File: src/rtl/cc_ack_collector_pkg.sv
// Shared coherence types for the ack collector: MSHR index/thread types,
// per-entry state encoding and the LSB-first priority encoder.
package cc_ack_collector_pkg;

  localparam int unsigned MSHR_SIZE  = 8;
  localparam int unsigned MSHR_IDX_W = $clog2(MSHR_SIZE);
  localparam int unsigned THREAD_W   = 2;

  typedef logic [MSHR_IDX_W-1:0] mshr_idx_t;
  typedef logic [THREAD_W-1:0]   thread_id_t;

  typedef enum logic [1:0] {
    IDLE     = 2'd0,
    WAIT     = 2'd1,
    COMPLETE = 2'd2,
    OUT      = 2'd3
  } cc_ack_state_t;

  typedef struct packed {
    mshr_idx_t  index;
    thread_id_t thread;
  } done_payload_t;

  // Lowest set bit wins; returns 0 when no bit is set.
  function automatic mshr_idx_t priority_encoder_npu(input logic [MSHR_SIZE-1:0] req);
    mshr_idx_t idx;
    idx = '0;
    for (int i = MSHR_SIZE - 1; i >= 0; i--) begin
      if (req[i]) idx = mshr_idx_t'(i);
    end
    return idx;
  endfunction

endpackage

File: src/rtl/cc_ack_collector_entry.sv
// One MSHR tracking slot: lifecycle FSM, signed inv-ack counter, data flag
// and latched thread id. o_err_c pulses when an event to this slot is dropped.
module cc_ack_entry
  import cc_ack_collector_pkg::*;
#(
  parameter int unsigned ACK_WIDTH = 5
) (
  input  logic                 clk,
  input  logic                 reset,
  input  logic                 i_alloc,
  input  thread_id_t           i_thread,
  input  logic                 i_data,
  input  logic [ACK_WIDTH-1:0] i_data_count,
  input  logic                 i_ack,
  input  logic                 i_cancel,
  input  logic                 i_select,
  input  logic                 i_release,
  output cc_ack_state_t        o_state,
  output thread_id_t           o_thread,
  output logic                 o_err_c
);

  // Two guard bits cover cnt + max count and cnt - 1 without wrapping.
  localparam int unsigned SW = ACK_WIDTH + 2;

  cc_ack_state_t               r_state;
  logic signed [ACK_WIDTH-1:0] r_cnt;
  logic                        r_rcvd;
  thread_id_t                  r_thread;

  logic                        w_data_eff;
  logic                        w_ack_eff;
  logic                        w_err;
  logic                        w_fit;
  logic signed [SW-1:0]        w_inc;
  logic signed [SW-1:0]        w_dec;
  logic signed [SW-1:0]        w_sum;
  logic signed [ACK_WIDTH-1:0] w_cnt_nxt;
  logic                        w_rcvd_nxt;

  // Event qualification, range check and next counter/flag values.
  always_comb begin
    w_data_eff = 1'b0;
    w_ack_eff  = 1'b0;
    w_err      = 1'b0;
    w_cnt_nxt  = r_cnt;
    w_rcvd_nxt = r_rcvd;
    case (r_state)
      IDLE: w_err = i_data || i_ack;
      WAIT: begin
        if (!i_cancel) begin
          w_data_eff = i_data && !r_rcvd;
          w_ack_eff  = i_ack;
          w_err      = i_data && r_rcvd;
        end
      end
      default: w_err = i_data;
    endcase
    if (i_alloc && (r_state != IDLE)) w_err = 1'b1;

    w_inc = w_data_eff ? SW'(i_data_count) : '0;
    w_dec = w_ack_eff ? SW'(1) : '0;
    w_sum = SW'(r_cnt) + w_inc - w_dec;
    w_fit = (&w_sum[SW-1:ACK_WIDTH-1]) || (~|w_sum[SW-1:ACK_WIDTH-1]);

    if (w_data_eff || w_ack_eff) begin
      if (w_fit) begin
        w_cnt_nxt  = w_sum[ACK_WIDTH-1:0];
        w_rcvd_nxt = r_rcvd | w_data_eff;
      end else begin
        w_err = 1'b1;
      end
    end
  end

  always_ff @(posedge clk) begin
    if (!reset) begin
      r_state  <= IDLE;
      r_cnt    <= '0;
      r_rcvd   <= 1'b0;
      r_thread <= '0;
    end else begin
      case (r_state)
        IDLE: begin
          if (i_alloc) begin
            r_state  <= WAIT;
            r_cnt    <= '0;
            r_rcvd   <= 1'b0;
            r_thread <= i_thread;
          end
        end
        WAIT: begin
          if (i_cancel) begin
            r_state <= IDLE;
          end else begin
            r_cnt  <= w_cnt_nxt;
            r_rcvd <= w_rcvd_nxt;
            if (w_rcvd_nxt && (w_cnt_nxt == '0)) r_state <= COMPLETE;
          end
        end
        COMPLETE: begin
          if (i_cancel)      r_state <= IDLE;
          else if (i_select) r_state <= OUT;
        end
        OUT: begin
          if (i_release) r_state <= IDLE;
        end
        default: r_state <= IDLE;
      endcase
    end
  end

  assign o_state  = r_state;
  assign o_thread = r_thread;
  assign o_err_c  = w_err;

endmodule

File: src/rtl/cc_ack_collector.sv
// Completion tracker for outstanding MSHR transactions: one cc_ack_entry per
// MSHR, LSB-first selection into a single registered valid/ready output.
module cc_ack_collector
  import cc_ack_collector_pkg::*;
#(
  parameter int unsigned ACK_WIDTH = 5
) (
  input  logic                 clk,
  input  logic                 reset,
  input  logic                 alloc_valid,
  input  mshr_idx_t            alloc_index,
  input  thread_id_t           alloc_thread,
  input  logic                 data_valid,
  input  mshr_idx_t            data_index,
  input  logic [ACK_WIDTH-1:0] data_ack_count,
  input  logic                 ack_valid,
  input  mshr_idx_t            ack_index,
  input  logic                 cancel_valid,
  input  mshr_idx_t            cancel_index,
  output logic                 done_valid,
  input  logic                 done_ready,
  output mshr_idx_t            done_index,
  output thread_id_t           done_thread,
  output logic [MSHR_SIZE-1:0] pending,
  output logic                 error
);

  logic                 r_done_valid;
  mshr_idx_t            r_done_index;
  thread_id_t           r_done_thread;
  logic                 r_error;

  logic [MSHR_SIZE-1:0] w_alloc;
  logic [MSHR_SIZE-1:0] w_data;
  logic [MSHR_SIZE-1:0] w_ack;
  logic [MSHR_SIZE-1:0] w_cancel;
  logic [MSHR_SIZE-1:0] w_select;
  logic [MSHR_SIZE-1:0] w_release;
  logic [MSHR_SIZE-1:0] w_complete;
  logic [MSHR_SIZE-1:0] w_cand;
  logic [MSHR_SIZE-1:0] w_err;
  cc_ack_state_t        w_state  [MSHR_SIZE];
  thread_id_t           w_thread [MSHR_SIZE];
  logic                 w_load_en;
  logic                 w_any;
  mshr_idx_t            w_sel_idx;

  for (genvar g = 0; g < MSHR_SIZE; g++) begin : g_entry
    assign w_alloc[g]   = alloc_valid  && (alloc_index  == mshr_idx_t'(g));
    assign w_data[g]    = data_valid   && (data_index   == mshr_idx_t'(g));
    assign w_ack[g]     = ack_valid    && (ack_index    == mshr_idx_t'(g));
    assign w_cancel[g]  = cancel_valid && (cancel_index == mshr_idx_t'(g));
    assign w_select[g]  = w_load_en && w_any && (w_sel_idx == mshr_idx_t'(g));
    assign w_release[g] = r_done_valid && done_ready && (r_done_index == mshr_idx_t'(g));

    cc_ack_entry #(.ACK_WIDTH(ACK_WIDTH)) u_entry (
      .clk          (clk),
      .reset        (reset),
      .i_alloc      (w_alloc[g]),
      .i_thread     (alloc_thread),
      .i_data       (w_data[g]),
      .i_data_count (data_ack_count),
      .i_ack        (w_ack[g]),
      .i_cancel     (w_cancel[g]),
      .i_select     (w_select[g]),
      .i_release    (w_release[g]),
      .o_state      (w_state[g]),
      .o_thread     (w_thread[g]),
      .o_err_c      (w_err[g])
    );

    assign w_complete[g] = (w_state[g] == COMPLETE);
    assign pending[g]    = (w_state[g] != IDLE);
  end

  // A same-cycle cancel removes the entry from selection; the next one is picked.
  assign w_cand    = w_complete & ~w_cancel;
  assign w_any     = |w_cand;
  assign w_sel_idx = priority_encoder_npu(w_cand);
  assign w_load_en = !r_done_valid || done_ready;

  always_ff @(posedge clk) begin
    if (!reset) begin
      r_done_valid  <= 1'b0;
      r_done_index  <= '0;
      r_done_thread <= '0;
      r_error       <= 1'b0;
    end else begin
      r_error <= r_error | (|w_err);
      if (w_load_en) begin
        r_done_valid <= w_any;
        if (w_any) begin
          r_done_index  <= w_sel_idx;
          r_done_thread <= w_thread[w_sel_idx];
        end
      end
    end
  end

  assign done_valid  = r_done_valid;
  assign done_index  = r_done_index;
  assign done_thread = r_done_thread;
  assign error       = r_error;

endmodule

File: config.mk
export PLATFORM = sky130hd
export DESIGN_NAME = cc_ack_collector
export DESIGN_NICKNAME = d
export VERILOG_FILES = /design/src/rtl/cc_ack_collector_pkg.sv /design/src/rtl/cc_ack_collector_entry.sv /design/src/rtl/cc_ack_collector.sv
export SDC_FILE = /design/constraint.sdc
export NUM_CORES = 1
export LEC_CHECK = 0
export ABC_AREA = 1
export BUFFER_PORTS_ARGS = -buffer_cell sky130_fd_sc_hd__buf_2
export CAP_MARGIN = 20
export CORE_UTILIZATION = 70
export CTS_BUF_LIST = sky130_fd_sc_hd__clkbuf_4
export CTS_CLUSTER_SIZE = 10
export DETAILED_ROUTE_END_ITERATION = 10
export PLACE_DENSITY = 0.85
export SYNTH_ARGS = -nofsm -noshare
export SYNTH_HDL_FRONTEND = slang
export SYNTH_HIERARCHICAL = 1
export SYNTH_SLANG_ARGS = --single-unit
File: constraint.sdc
create_clock -name clk -period 8.6 [get_ports clk]
set_input_delay 2.58 -clock clk [delete_from_list [all_inputs] [get_ports clk]]
set_output_delay 2.58 -clock clk [all_outputs]
set_load 0.02 [all_outputs]
# Yosys cells after proc, flatten, opt, wreduce, memory -nomap -nowiden
# Cells that the tools add are included.
[totals]
reg_bits = 87
inputBits = 26
out_inout_bits = 15
elab_cells = 611
[op_classes]
n_addsub = 16
order_cmp = 1
n_eq_ne = 106
mux = 235
bitwise = 12
reduce_logical = 205
[op_table]
columns = ["operator", "n"]
rows = [
  ["5-bit 2-to-1 mux", 40],
  ["1-bit 2-to-1 mux", 104],
  ["2-bit 2-to-1 mux", 50],
  ["1-bit logical AND", 82],
  ["5-bit case mux with 2 select lines", 8],
  ["3-bit == test (second input constant)", 24],
  ["2-bit case mux with 4 select lines", 8],
  ["5-bit by 6-bit adder with 7-bit output", 8],
  ["7-bit subtractor", 8],
  ["3-bit by 1-bit != test with 1-bit output (second input constant)", 16],
  ["3-bit AND reduction", 16],
  ["5-bit logical NOT", 8],
  ["3-bit by 2-bit == test with 1-bit output (second input constant)", 12],
  ["2-bit == test (second input constant)", 16],
  ["2-bit by 1-bit != test with 1-bit output (second input constant)", 16],
  ["1-bit case mux with 2 select lines", 16],
  ["4-bit AND reduction", 8],
  ["2-bit nonzero test", 16],
  ["1-bit logical OR", 25],
  ["3-bit 2-to-1 mux", 8],
  ["3-bit OR reduction", 8],
  ["3-bit by 1-bit == test with 1-bit output (second input constant)", 6],
  ["3-bit logical NOT", 6],
  ["2-bit AND reduction", 9],
  ["11 further kinds", 57],
]

# Logic depth before layout (Yosys ltp)
# Gate-level depths: netlist of run 1.
[depth]
word_depth = 18
ltp_mapped = 29
ltp_nobuf = 29

# By module
# The synthesis of run 1 kept the hierarchy.
[modules_own_cells]
columns = ["mod", "instances", "cells_each", "area_each_um2", "seq_area_each_um2"]
rows = [
  ["cc_ack_entry at g_entry[3].u_entry ...", 5, 168, 1077.3, 200.2],
  ["cc_ack_entry at g_entry[0].u_entry ...", 3, 167, 1057.3, 200.2],
  ["cc_ack_collector", 1, 219, 1111.1, 140.1],
]

# Worst setup path after synthesis of run 1
# No wires, ideal clock.
[synth_timing]
path_kind = "input port to flip-flop"
from = "input cancel_valid"
to = "register r_error, in the netlist error"
setup_ns = 0.131
t_arrival_ns = 5.608
required_time_ns = 8.469
slack_ns = 2.861
path_stages = 21
n_path_buf = 0
path_cell_list = "inv_1 nor2_4 nand2_1 inv_1 nor3_4 inv_2 nor3_4 nand2_1 ha_1 inv_1 ha_1 fa_1 nand3_1 nand3_1 nand2_1 nand3_1 nand2_2 nand2_1 a221o_1 nor4_1 a31oi_1"
[synth_via]
elab_chain_cells = 13
word_cells_on_any_way = 154
classes_between = "16 x add/sub; 88 x mux; 1 x bitwise; 49 x reduce/logical"
[synth_rtl]
columns = ["item", "line_no", "source"]
rows = [
  ["from (decl)", "cc_ack_collector.sv:18", "input logic cancel_valid,"],
  ["1-bit logical AND (*)", "cc_ack_collector.sv:52", "assign w_cancel[g] = cancel_valid && (cancel_index == mshr_idx_t'(g));"],
  ["named net w_cancel[1]", "cc_ack_collector.sv:36", "logic [MSHR_SIZE-1:0] w_cancel;"],
  ["1-bit 2-to-1 mux", "cc_ack_collector_entry.sv:51", "if (!i_cancel) begin"],
  ["1-bit 2-to-1 mux", "cc_ack_collector_entry.sv:48", "case (r_state)"],
  ["5-bit 2-to-1 mux", "cc_ack_collector_entry.sv:61", "w_inc = w_data_eff ? SW'(i_data_count) : '0;"],
  ["5-bit by 6-bit adder with 7-bit output", "cc_ack_collector_entry.sv:63", "w_sum = SW'(r_cnt) + w_inc - w_dec;"],
  ["7-bit subtractor", "cc_ack_collector_entry.sv:63", ""],
  ["3-bit OR reduction", "cc_ack_collector_entry.sv:64", "w_fit = (&w_sum[SW-1:ACK_WIDTH-1]) || (~|w_sum[SW-1:ACK_WIDTH-1]);"],
  ["1-bit logical NOT", "cc_ack_collector_entry.sv:64", ""],
  ["1-bit logical OR", "cc_ack_collector_entry.sv:64", ""],
  ["1-bit 2-to-1 mux", "cc_ack_collector_entry.sv:67", "if (w_fit) begin"],
  ["1-bit 2-to-1 mux (*)", "cc_ack_collector_entry.sv:66", "if (w_data_eff || w_ack_eff) begin"],
  ["named net w_err[1]", "cc_ack_collector.sv:41", "logic [MSHR_SIZE-1:0] w_err;"],
  ["8-bit OR reduction (*)", "cc_ack_collector.sv:89", "r_error <= r_error | (|w_err);"],
  ["1-bit bitwise OR (*)", "cc_ack_collector.sv:89", ""],
  ["to (signal assigned)", "cc_ack_collector.sv:89", ""],
  ["to (decl)", "cc_ack_collector.sv:31", "logic r_error;"],
]
# The timed path passes the listed nets; every way through them passes the cells marked *.
# A chain may end at the register's enable or synchronous reset.

# Final worst setup path of run 1
# Ends and elaborated chain as after synthesis.

==> results of run 1 <==
-- cell type report --
class | instances | area [um2]
fillers | 1167 | 3200
repair buffers | 40 | 200
multi-input cells | 1159 | 6690
clock buffers | 11 | 82.6
well taps | 176 | 220
clock inverters | 5 | 72.6
flip-flops and latches | 87 | 1740
inverters | 305 | 1140
-- critical path: stages --
cell     delay [ns]
buf_2          0.11
inv_1          0.08
nor2_4         0.05
nand2_1        0.15
inv_1          0.11
nor3_4         0.40
inv_2          0.12
nor3_4         0.27
nand2_1        0.09
ha_1           0.22
fa_1           0.53
inv_1          0.09
a21oi_1        0.24
nand3_1        0.15
nand2_1        0.08
nand3_1        0.07
nand2_2        0.17
nand2_1        0.08
a221o_1        0.34
nor4_1         0.60
a31oi_1        0.15
-- power breakdown --
group          switching [mW]  internal [mW]  leakage, nW
clock network           0.138          0.122       0.0859
registers              0.0680          0.450        0.706
logic                   0.704          0.315         4.33
-- sequential cells by signal, indices dropped and copies added, names as in the netlist --
register	count
done_index	3
done_thread	2
done_valid	1
error	1
g_entry.u_entry/o_state	16
g_entry.u_entry/o_thread	16
g_entry.u_entry/r_cnt	40
g_entry.u_entry/r_rcvd	8
-- layer usage --
| metal | up-vias | share of wire, % | GRT usage (%) | wire (um) |
|---|---|---|---|---|
| li1 | 5008 | - | - | - |
| met1 | 4368 | 45 | 44.7 | 10700 |
| met2 | 282 | 46 | 57.8 | 10700 |
| met3 | 42 | 7.3 | 6.84 | 1730 |
| met4 | 0 | 1.9 | 9.22 | 443 |
| met5 | - | 0 | 0 | 0 |
-- per-stage QoR --
stage	std cells	cell area, um2	util (%)	hold WS, ns
floorplan	1560	9670	-	0.458
global placement	1767	9990	74.9	0.474
detailed placement	1767	9990	74.9	0.477
CTS	1783	10100	76.0	0.496
global route	1783	10100	76.0	0.520
finish	1783	10100	76.0	0.493
-- Yosys cell counts --
cell type,n
nand3b_1,14
o21ai_0,26
nand3b_2,2
o22ai_1,5
nor2_4,1
nand4_1,60
nor4_1,1
or2_2,8
nand3_4,8
o2111ai_1,5
a21oi_1,82
inv_2,32
ha_1,88
buf_4,1
o32ai_1,3
nand2_1,421
nor2_1,201
o221ai_1,3
nand2_4,12
xor2_1,16
nor2_2,18
o21ai_1,1
fa_1,16
inv_1,262
a211oi_1,1
nand3_1,82
a21oi_4,1
nand2_2,26
nor3_4,16
a21oi_2,1
nand3_2,12
a221o_1,3
or2_1,8
buf_6,8
dfxtp_1,87
nor3_1,17
clkinv_1,11
a31oi_1,1
-- cells by family (layout without fill, tap and decap cells) --
kind of cell             Yosys count  after routing  share of synthesized area (%)
AO/OA/AOI/OAI                    132            132                           7.67
flip-flops                        87             87                           18.0
buffers and inverters            314            361                           12.8
XOR/XNOR                          16             16                           1.45
adder cells (fa/ha/maj)          104            104                           14.7
AND/OR/NAND/NOR                  907            907                           45.3
-- how the worst max path moves through the flow --
stage	start	endpoint	cells after the start
2_1_floorplan	cancel_valid	error	21
3_3_place_gp	cancel_valid	error	22
3_5_place_dp	cancel_valid	error	22
4_1_cts	cancel_valid	error	22
5_1_grt	cancel_index[0]	error	21
6_report	cancel_valid	error	21
==> reports/qor.txt, run 1 <==
total track usage: 34.4%
final sum of negative setup slack: 0 ns
R2R depth: 17
placeable core region: 0.0133 mm2
number of rows created at floorplan: 42
Setup Buffers After CTS: 0
wire length of the first global-routing pass: 39800 um
mean post-synth cell area: 6.20 um2
Min-Delay Startpoint: g_entry[2].u_entry/r_cnt[2]
setup ws final: 2.23 ns
signal arrival time at the worst endpoint: 6.72 ns
Netlist Area Pre-Place: 0.00967 mm2
Synth area leader: dfxtp_1
number of nets in the synthesized netlist: 1690
Pleak: 5.13 nW
Crit Path Max Fanout: 9
Tot Pwr: 1.80 mW
number of buffers inserted during clock tree synthesis: 9
Port Buffers: 40
sum of routed wire length over all layers: 23600 um
remaining max-slew budget at the tightest pin: 46.3%
Setup WS pre-CTS: 1.81 ns
Distinct cells, synth: 38
worst hold endpoint: g_entry[2].u_entry/r_cnt[2]
worst slew pin tran: 0.805 ns
TritonCTS clock tree: yes
type of the setup path with the least slack: in -> reg
hpwl dp: 19100 um
area share of the largest cell type after synthesis: 18.0%
Yosys reg bits: 87
number of resized instances in the post-cts repair step: 0
fraction of final layout cells sized beyond drive strength 1: 11.9%
r2r setup slk: 4.34 ns
DIE AREA: 0.0143 mm2
worst clock skew: 0.0168 ns
biggest area contributors in the synthesized netlist: dfxtp_1 18%, nand2_1 16%, ha_1 11%
number of warnings reported in the yosys synthesis log: 6
area added between synthesis and finish: 4.94%
H-tree Lvls: 3
Final Critical Period: 6.37 ns
Pins Over Slew Limit: 0
vias in the first global route: 8884
maximum count of clock buffers along a single path: 2
routed via count divided by cell count: 5.44
number of antenna violations at the first check in global routing: 0
maximum achievable frequency: 157 MHz
commonest non-fill, non-tap cell in the layout: nand2_1
final setup violation count: 0
sequential cell area fraction in the yosys report: 18.0%
DRC viols: 0
buffer type at the clock tree root: clkbuf_4
result of the run: complete, no violations
final antenna-violating net count: 0
initial core utilization: 72.4%
floorplan die width: 120 um
boundary pin count: 41
CTS clock-pin slew for the worst setup and hold paths: 0.14 ns
critical register-to-register path startpoint: g_entry[1].u_entry/o_state[0]
leftover overflow at the end of global routing: 0
endpoint of the most critical register-to-register path: error
average detailed-routed wire length per instance: 13.2 um
hold buffers post-CTS: 0
antenna cells: 0
number of nets in the final layout: 1732
Starting DRT DRC Count: 677
number of vias after detailed routing: 9700
Pre-antenna DRT Iters: 9
RSZ-0062 raised after global routing: false
worst-case vdd ir drop: 161 uV
Vert. Die Dim: 120 um
max_cap viols: 0
hold path cells: 2
endpoint type of the worst setup path: flop
most frequent cells in the layout: 421 x nand2_1, 262 x inv_1, 201 x nor2_1
global placer's final weighted congestion: 0.953
Final Hold Vio Count: 0
pin count of the biggest net entering global routing: 46
worst min-delay path class: reg -> reg
fraction of the cycle the final worst path needs: 74.0%
Clock Sinks: 87
Worst setup SP type: input port
power density cells: 177 mW/mm2
gate count after technology mapping: 1560
Req. time, crit path: 8.95 ns
clock insertion delay at the later pin of the skew report: 0.48 ns
(Power assumes the default switching activity.)
==> inputs of run 2 (changes only) <==
--- a/config.mk
+++ b/config.mk
@@ -5,14 +5,14 @@
 export SDC_FILE = /design/constraint.sdc
 export NUM_CORES = 1
 export LEC_CHECK = 0
-export ABC_AREA = 1
+export ABC_AREA = 0
 export BUFFER_PORTS_ARGS = -buffer_cell sky130_fd_sc_hd__buf_2
 export CAP_MARGIN = 20
-export CORE_UTILIZATION = 70
+export CORE_UTILIZATION = 65
 export CTS_BUF_LIST = sky130_fd_sc_hd__clkbuf_4
 export CTS_CLUSTER_SIZE = 10
 export DETAILED_ROUTE_END_ITERATION = 10
-export PLACE_DENSITY = 0.85
+export PLACE_DENSITY = 0.79
 export SYNTH_ARGS = -nofsm -noshare
 export SYNTH_HDL_FRONTEND = slang
 export SYNTH_HIERARCHICAL = 1
==> constraint.sdc (replaced) <==
create_clock -name clk -period 6.34 [get_ports clk]
set_input_delay 1.902 -clock clk [delete_from_list [all_inputs] [get_ports clk]]
set_output_delay 1.902 -clock clk [all_outputs]
set_load 0.02 [all_outputs]
==> run 2 against run 1 <==
Power is 44% lower; first-iteration DRC count is 16% lower; flip-flop and latch count stayed put; setup slack worse by 1.4 ns; synthesized area is 1.3% lower; die area is 6.1% higher; final cell count is 20% lower; critical path depth is 6 lower; sequential share of layout area is 0.39 points higher; routed wire length hardly changed; clock-buffer cell count is 2 lower; combinational power is 84% lower.
==> reports/qor.txt, run 2 <==
xor and xnor area share after synthesis: 1.93%
final sum of negative setup slack: 0 ns
sum of routed wire length over all layers: 23600 um
commonest non-fill, non-tap cell in the layout: inv_1
wire length of the first global-routing pass: 38000 um
adder-cell area share of the yosys netlist: 14.9%
global placer's final weighted congestion: 0.917
number of enable-type register cells in the synthesized netlist: 0
final std cell area, no fill: 0.00992 mm2
RSZ-0062 raised after global routing: false
Crit Path Max Fanout: 8
Setup Buffers After CTS: 0
Synth area leader: dfxtp_1
fraction of final layout cells sized beyond drive strength 1: 12.8%
Internal Power: 0.693 mW
Clock Sinks: 87
vias in the first global route: 8034
Min-Delay Startpoint: g_entry[5].u_entry/o_thread[1]
worst hold endpoint: g_entry[5].u_entry/o_thread[1]
H-tree Lvls: 3
gate count after technology mapping: 1216
Setup WS pre-CTS: 0.395 ns
number of warnings reported in the yosys synthesis log: 6
top flip-flop cell by instance count after synthesis: dfxtp_1
floorplan die width: 123 um
leftover overflow at the end of global routing: 0
final antenna-violating net count: 0
initial core utilization: 67.7%
top cells by count, synth: 137 x inv_1, 113 x nand2_1, 105 x nor2_1, 88 x ha_1, 87 x dfxtp_1
pin count of the biggest net entering global routing: 43
hold path cells: 2
sequential cell area fraction in the yosys report: 18.3%
Vert. Die Dim: 123 um
switching fraction of total power: 31.6%
Yosys reg bits: 87
number of nets in the final layout: 1372
Worst setup SP type: input port
clock insertion delay at the later pin of the skew report: 0.47 ns
number of resized instances in the post-cts repair step: 0
Port Buffers: 40
Final Critical Period: 5.52 ns
TritonCTS clock tree: yes
number of nets in the synthesized netlist: 1346
worst-case vdd ir drop: 123 uV
total track usage: 31.9%
multiplexer share of the synthesized area: 3.66%
Clock power frac: 28.7%
CTS clock-pin slew for the worst setup and hold paths: 0.14 ns
Post-synth ARST share: 0%
mean post-synth cell area: 7.84 um2
boundary pin count: 41
number of buffers inserted during clock tree synthesis: 9
Final Hold Vio Count: 0
routed via count divided by cell count: 6.17
power density cells: 102 mW/mm2
area added between synthesis and finish: 4.03%
type of the setup path with the least slack: in -> reg
maximum achievable frequency: 181 MHz
dpl cell area: 0.00981 mm2
Pre-antenna DRT Iters: 6
register bank with the most flops: g_entry.u_entry/r_cnt
Distinct cells, synth: 77
worst min-delay path class: reg -> reg
sequential power share: 55.4%
hold buffers post-CTS: 0
r2r setup slk: 2.10 ns
Pleak: 4.02 nW
buffer type at the clock tree root: clkbuf_4
worst clock skew: 0.0173 ns
placeable core region: 0.0141 mm2
result of the run: complete, no violations
remaining max-slew budget at the tightest pin: 51.0%
post-synthesis compound-gate area fraction: 25.9%
most used standard cell by instance count after synthesis: inv_1
number of vias after detailed routing: 8816
number of flip-flops in the largest register: 40
R2R depth: 13
power dissipated by switching net loads: 0.321 mW
Starting DRT DRC Count: 571
average detailed-routed wire length per instance: 16.5 um
endpoint type of the worst setup path: flop
DRC viols: 0
DIE AREA: 0.0152 mm2
final setup violation count: 0
critical register-to-register path startpoint: g_entry[5].u_entry/o_state[0]
worst slew pin tran: 0.735 ns
maximum count of clock buffers along a single path: 2
biggest area contributors in the synthesized netlist: dfxtp_1 18%, ha_1 12%, inv_1 5.4%
number of antenna violations at the first check in global routing: 0
Req. time, crit path: 6.72 ns
max_cap viols: 0
hpwl dp: 18400 um
combinational cell fraction of total power: 15.9%
endpoint of the most critical register-to-register path: g_entry[5].u_entry/o_state[0]
area share of the largest cell type after synthesis: 18.3%
Post-Synth Simple-Gate Area: 27.8%
Pins Over Slew Limit: 0
most frequent cells in the layout: 137 x inv_1, 113 x nand2_1, 105 x nor2_1
layout filler cell count: 1236
Netlist Area Pre-Place: 0.00954 mm2
setup ws final: 0.823 ns
fraction of the cycle the final worst path needs: 87.0%
signal arrival time at the worst endpoint: 5.89 ns
number of rows created at floorplan: 43
combinational family with the most area after synthesis: simple AND/OR/NAND/NOR gates
run 2: cell types whose count changed after synthesis, sizes merged, moves of 24 or more:
cell	change
nand2b	+37
a22oi	+29
a21oi	-28
nand4	-55
nor2	-115
nor3b	+25
and2	+24
a21o	+24
nor2b	+36
nand2	-346
o21ai	+50
nand3	-87
inv	-157
run 2: area by class of cell:
| class | count | area, um2 | share of cell area, % |
|---|---|---|---|
| sequential | 87 | 1740 | 17.6 |
| timing repair buffer | 46 | 245 | 2.47 |
| antenna | 1 | 2.50 | 0.0252 |
| clock inverter | 7 | 47.5 | 0.479 |
| inverter | 137 | 514 | 5.18 |
| multi-input combinational | 961 | 7080 | 71.3 |
| tap | 180 | 225 | 2.27 |
| clock buffer | 9 | 67.6 | 0.681 |
run 2: power by group through the flow:
stage          Combinational, mW  Clock [mW]  Sequential (mW)
2_1_floorplan              0.111           0            0.568
3_3_place_gp               0.155           0            0.573
3_5_place_dp               0.157           0            0.574
4_1_cts                    0.158       0.296            0.562
5_1_grt                    0.175       0.312            0.563
6_report                   0.161       0.291            0.562
run 2: critical path, stage by stage:
cell      delay (ns)
buf_2           0.10
nand2b_1        0.25
nor2_1          0.46
nand2_1         0.14
nor2_1          0.30
nand2_1         0.11
ha_1            0.23
fa_1            0.68
nor2_1          0.08
a221o_1         0.35
nor3_2          0.22
mux2i_2         0.50
mux2_4          0.25
nand3b_2        0.09
a31o_1          0.23
run 2: metrics by stage:
step | instances | util (%) | power, mW | hold WS [ns]
after floorplan | 1216 | - | 0.680 | 0.451
after global placement | 1411 | 69.6 | 0.729 | 0.471
after detailed placement | 1411 | 69.6 | 0.731 | 0.477
after CTS | 1427 | 70.4 | 1.02 | 0.496
after global routing | 1427 | 70.4 | 1.05 | 0.520
final | 1428 | 70.4 | 1.01 | 0.498
run 2: worst max path at each step:
| stage | start | to | slack, ns | depth (start not counted) |
|---|---|---|---|---|
| floorplan | cancel_index[2] | g_entry[0].u_entry/o_state[0] | 1.05 | 14 |
| global placement | cancel_index[1] | g_entry[5].u_entry/o_state[0] | 0.53 | 15 |
| detailed placement | cancel_index[0] | g_entry[4].u_entry/o_state[0] | 0.39 | 15 |
| CTS | cancel_index[0] | g_entry[4].u_entry/o_state[0] | 0.92 | 15 |
| global route | cancel_index[2] | g_entry[3].u_entry/o_state[0] | 0.63 | 16 |
| finish | data_index[0] | g_entry[4].u_entry/o_state[0] | 0.82 | 15 |
run 2: cells by family after synthesis:
| logic type | count (synthesis) |
|---|---|
| muxes | 25 |
| and+or+nand+nor | 474 |
| xor gates and xnor gates | 21 |
| DFF | 87 |
| buffers and inverters | 168 |
| adders and majority gates | 104 |
| AOI/OAI and AO/OA | 337 |
run 2: metal layers:
metal	global-route usage, %	routed length, um
met1	41.4	10900
met2	52.4	10500
met3	5.95	1440
met4	11.9	742
met5	0	0
==> inputs of run 3 (changes only) <==
--- a/config.mk
+++ b/config.mk
@@ -12,7 +12,7 @@
 export CTS_BUF_LIST = sky130_fd_sc_hd__clkbuf_4
 export CTS_CLUSTER_SIZE = 10
 export DETAILED_ROUTE_END_ITERATION = 10
-export PLACE_DENSITY = 0.79
+export PLACE_DENSITY = 0.94
 export SYNTH_ARGS = -nofsm -noshare
 export SYNTH_HDL_FRONTEND = slang
 export SYNTH_HIERARCHICAL = 1
==> run 3 against run 2 <==
Flip-flop and latch count unchanged; maximum frequency down 0.83%; clock-buffer cell count unchanged; clock power up 26%; power up 7.6%; non-clock buffer count down 1; core utilization up 0.28 points; sequential share of layout area down 0.068 points; die area unchanged; critical path depth up 1; worst hold slack better by 0.0037 ns; register-to-register slack better by 0.02 ns; critical path type unchanged; critical endpoint is now g_entry[3].u_entry/o_state[0]; largest cell class unchanged.
==> reports/qor.txt, run 3 (synthesis results as in run 2) <==
result of the run: complete, no violations
r2r setup slk: 2.12 ns
worst hold endpoint: g_entry[5].u_entry/o_thread[1]
commonest non-fill, non-tap cell in the layout: inv_1
leftover overflow at the end of global routing: 0
most frequent cells in the layout: 137 x inv_1, 113 x nand2_1, 105 x nor2_1
hpwl dp: 18700 um
hold path cells: 2
count of buffer and inverter cells on the critical path: 3
critical path, cell by cell: buf_2 -> nand4b_1 -> inv_1 -> nor3b_4 -> nand2_1 -> nor2_1 -> and2_1 -> inv_1 -> fa_1 -> nor2_1 -> a221o_1 -> nor3_2 -> mux2i_2 -> mux2_4 -> nand3b_2 -> a31o_1
Starting DRT DRC Count: 762
endpoint type of the worst setup path: flop
worst-case vdd ir drop: 125 uV
initial core utilization: 67.7%
final setup violation count: 0
routed via count divided by cell count: 6.38
buffer type at the clock tree root: clkbuf_4
number of nets in the final layout: 1371
type of the setup path with the least slack: in -> reg
worst hold slack across all endpoints: 0.501 ns
hold buffers post-CTS: 0
max_cap viols: 0
CTS clock-pin slew for the worst setup and hold paths: 0.15 ns
Crit Path Max Fanout: 8
fraction of final layout cells sized beyond drive strength 1: 12.6%
number of buffers inserted during clock tree synthesis: 9
layout filler cell count: 1108
clock insertion delay at the later pin of the skew report: 0.49 ns
remaining max-slew budget at the tightest pin: 41.8%
final cell count without fillers: 1426
maximum count of clock buffers along a single path: 2
worst clock skew: 0.0218 ns
final std cell area, no fill: 0.00996 mm2
wire length of the first global-routing pass: 38500 um
endpoint of the most critical register-to-register path: g_entry[7].u_entry/o_state[0]
number of resized instances in the post-cts repair step: 0
DRC viols: 0
signal arrival time at the worst endpoint: 5.97 ns
critical register-to-register path startpoint: g_entry[7].u_entry/o_state[0]
RSZ-0062 raised after global routing: false
antenna cells: 0
Pins Over Slew Limit: 0
final antenna-violating net count: 0
Req. time, crit path: 6.74 ns
Final Hold Vio Count: 0
floorplan die width: 123 um
DIE AREA: 0.0152 mm2
placeable core region: 0.0141 mm2
average detailed-routed wire length per instance: 17.0 um
Pleak: 4.03 nW
Clock Sinks: 87
Worst setup SP type: input port
boundary pin count: 41
Vert. Die Dim: 123 um
area added between synthesis and finish: 4.43%
pin count of the biggest net entering global routing: 53
Min-Delay Startpoint: g_entry[5].u_entry/o_thread[1]
Port Buffers: 40
worst slew pin tran: 0.873 ns
Slowest Stage Delay on Critical Path: 0.73 ns
global placer's final weighted congestion: 0.968
number of rows created at floorplan: 43
register bank with the most flops: g_entry.u_entry/r_cnt
number of antenna violations at the first check in global routing: 0
H-tree Lvls: 3
TritonCTS clock tree: yes
total track usage: 32.2%
DP Cell Count: 1410
cell class contributing the biggest share of worst-path delay: simple AND/OR/NAND/NOR gates
Final Critical Period: 5.56 ns
maximum achievable frequency: 180 MHz
fraction of the cycle the final worst path needs: 87.7%
worst-path cell with the longest stage delay: fa_1
final sum of negative setup slack: 0 ns
dpl cell area: 0.00980 mm2
Pre-antenna DRT Iters: 6
vias in the first global route: 8103
sum of routed wire length over all layers: 24200 um
power density cells: 109 mW/mm2
worst min-delay path class: reg -> reg
R2R depth: 13
number of vias after detailed routing: 9094
number of flip-flops in the largest register: 40
Setup Buffers After CTS: 0
Tot Pwr: 1.09 mW
## run 3: cell types whose count changed in the layout (fill, tap and decap cells not counted)
cell	before	now
bufinv_16	0	2
inv_6	2	1
clkinv_1	0	1
clkinv_2	3	0
buf_4	6	5
diode_2	1	0
clkinv_4	0	1
## run 3: metrics by stage
stage	utilization (%)	setup slack, ns
final	70.7	0.777
after global routing	70.7	0.610
after CTS	70.7	0.905
after detailed placement	69.5	0.402
after global placement	69.5	0.505
after floorplan	-	1.05
## run 3: area by class of cell
type,instances,area (um2),share of cell area (%)
inverter,137,514,5.16
clock buffer,9,67.6,0.678
timing repair buffer,45,238,2.39
clock inverter,7,96.3,0.967
sequential,87,1740,17.5
multi-input combinational,961,7080,71.1
tap,180,225,2.26
## run 3: how the worst max path moves through the flow
| stage | slack (ns) | endpoint | depth (start not counted) | start |
|---|---|---|---|---|
| finish | 0.78 | g_entry[3].u_entry/o_state[0] | 16 | cancel_index[2] |
| global route | 0.61 | g_entry[3].u_entry/o_state[0] | 16 | cancel_index[2] |
| CTS | 0.90 | g_entry[3].u_entry/o_state[0] | 16 | cancel_index[2] |
| detailed placement | 0.40 | g_entry[3].u_entry/o_state[0] | 16 | cancel_index[2] |
| global placement | 0.50 | g_entry[4].u_entry/o_state[0] | 15 | cancel_index[0] |
| floorplan | 1.05 | g_entry[0].u_entry/o_state[0] | 14 | cancel_index[2] |
## run 3: power breakdown
part / total [mW] / internal, mW / switching (mW)
Clock: 0.367 / 0.160 / 0.207
Combinational: 0.162 / 0.0593 / 0.103
Sequential: 0.561 / 0.552 / 0.00907
Total: 1.09 / 0.772 / 0.319
## run 3: routing by layer
metal	global-route usage (%)	share of wire, %	up-vias
met5	0	0	-
met4	10.5	2.7	0
met3	5.90	8.2	50
met2	53.7	47	330
met1	41.8	42	4327
li1	-	-	4387
## run 3: worst reg2reg max path, cell delays in order, from the launching register on
cell and delay (ns):
dfxtp_1 0.55, nor3b_4 0.38, nand2_1 0.13, nor2_1 0.29, nand2_1 0.10, ha_1 0.23, fa_1 0.70, nor2_1 0.11
a221o_1 0.37, nor3_2 0.27, mux2i_2 0.47, mux2_4 0.24, nand3b_2 0.08, a31o_1 0.22
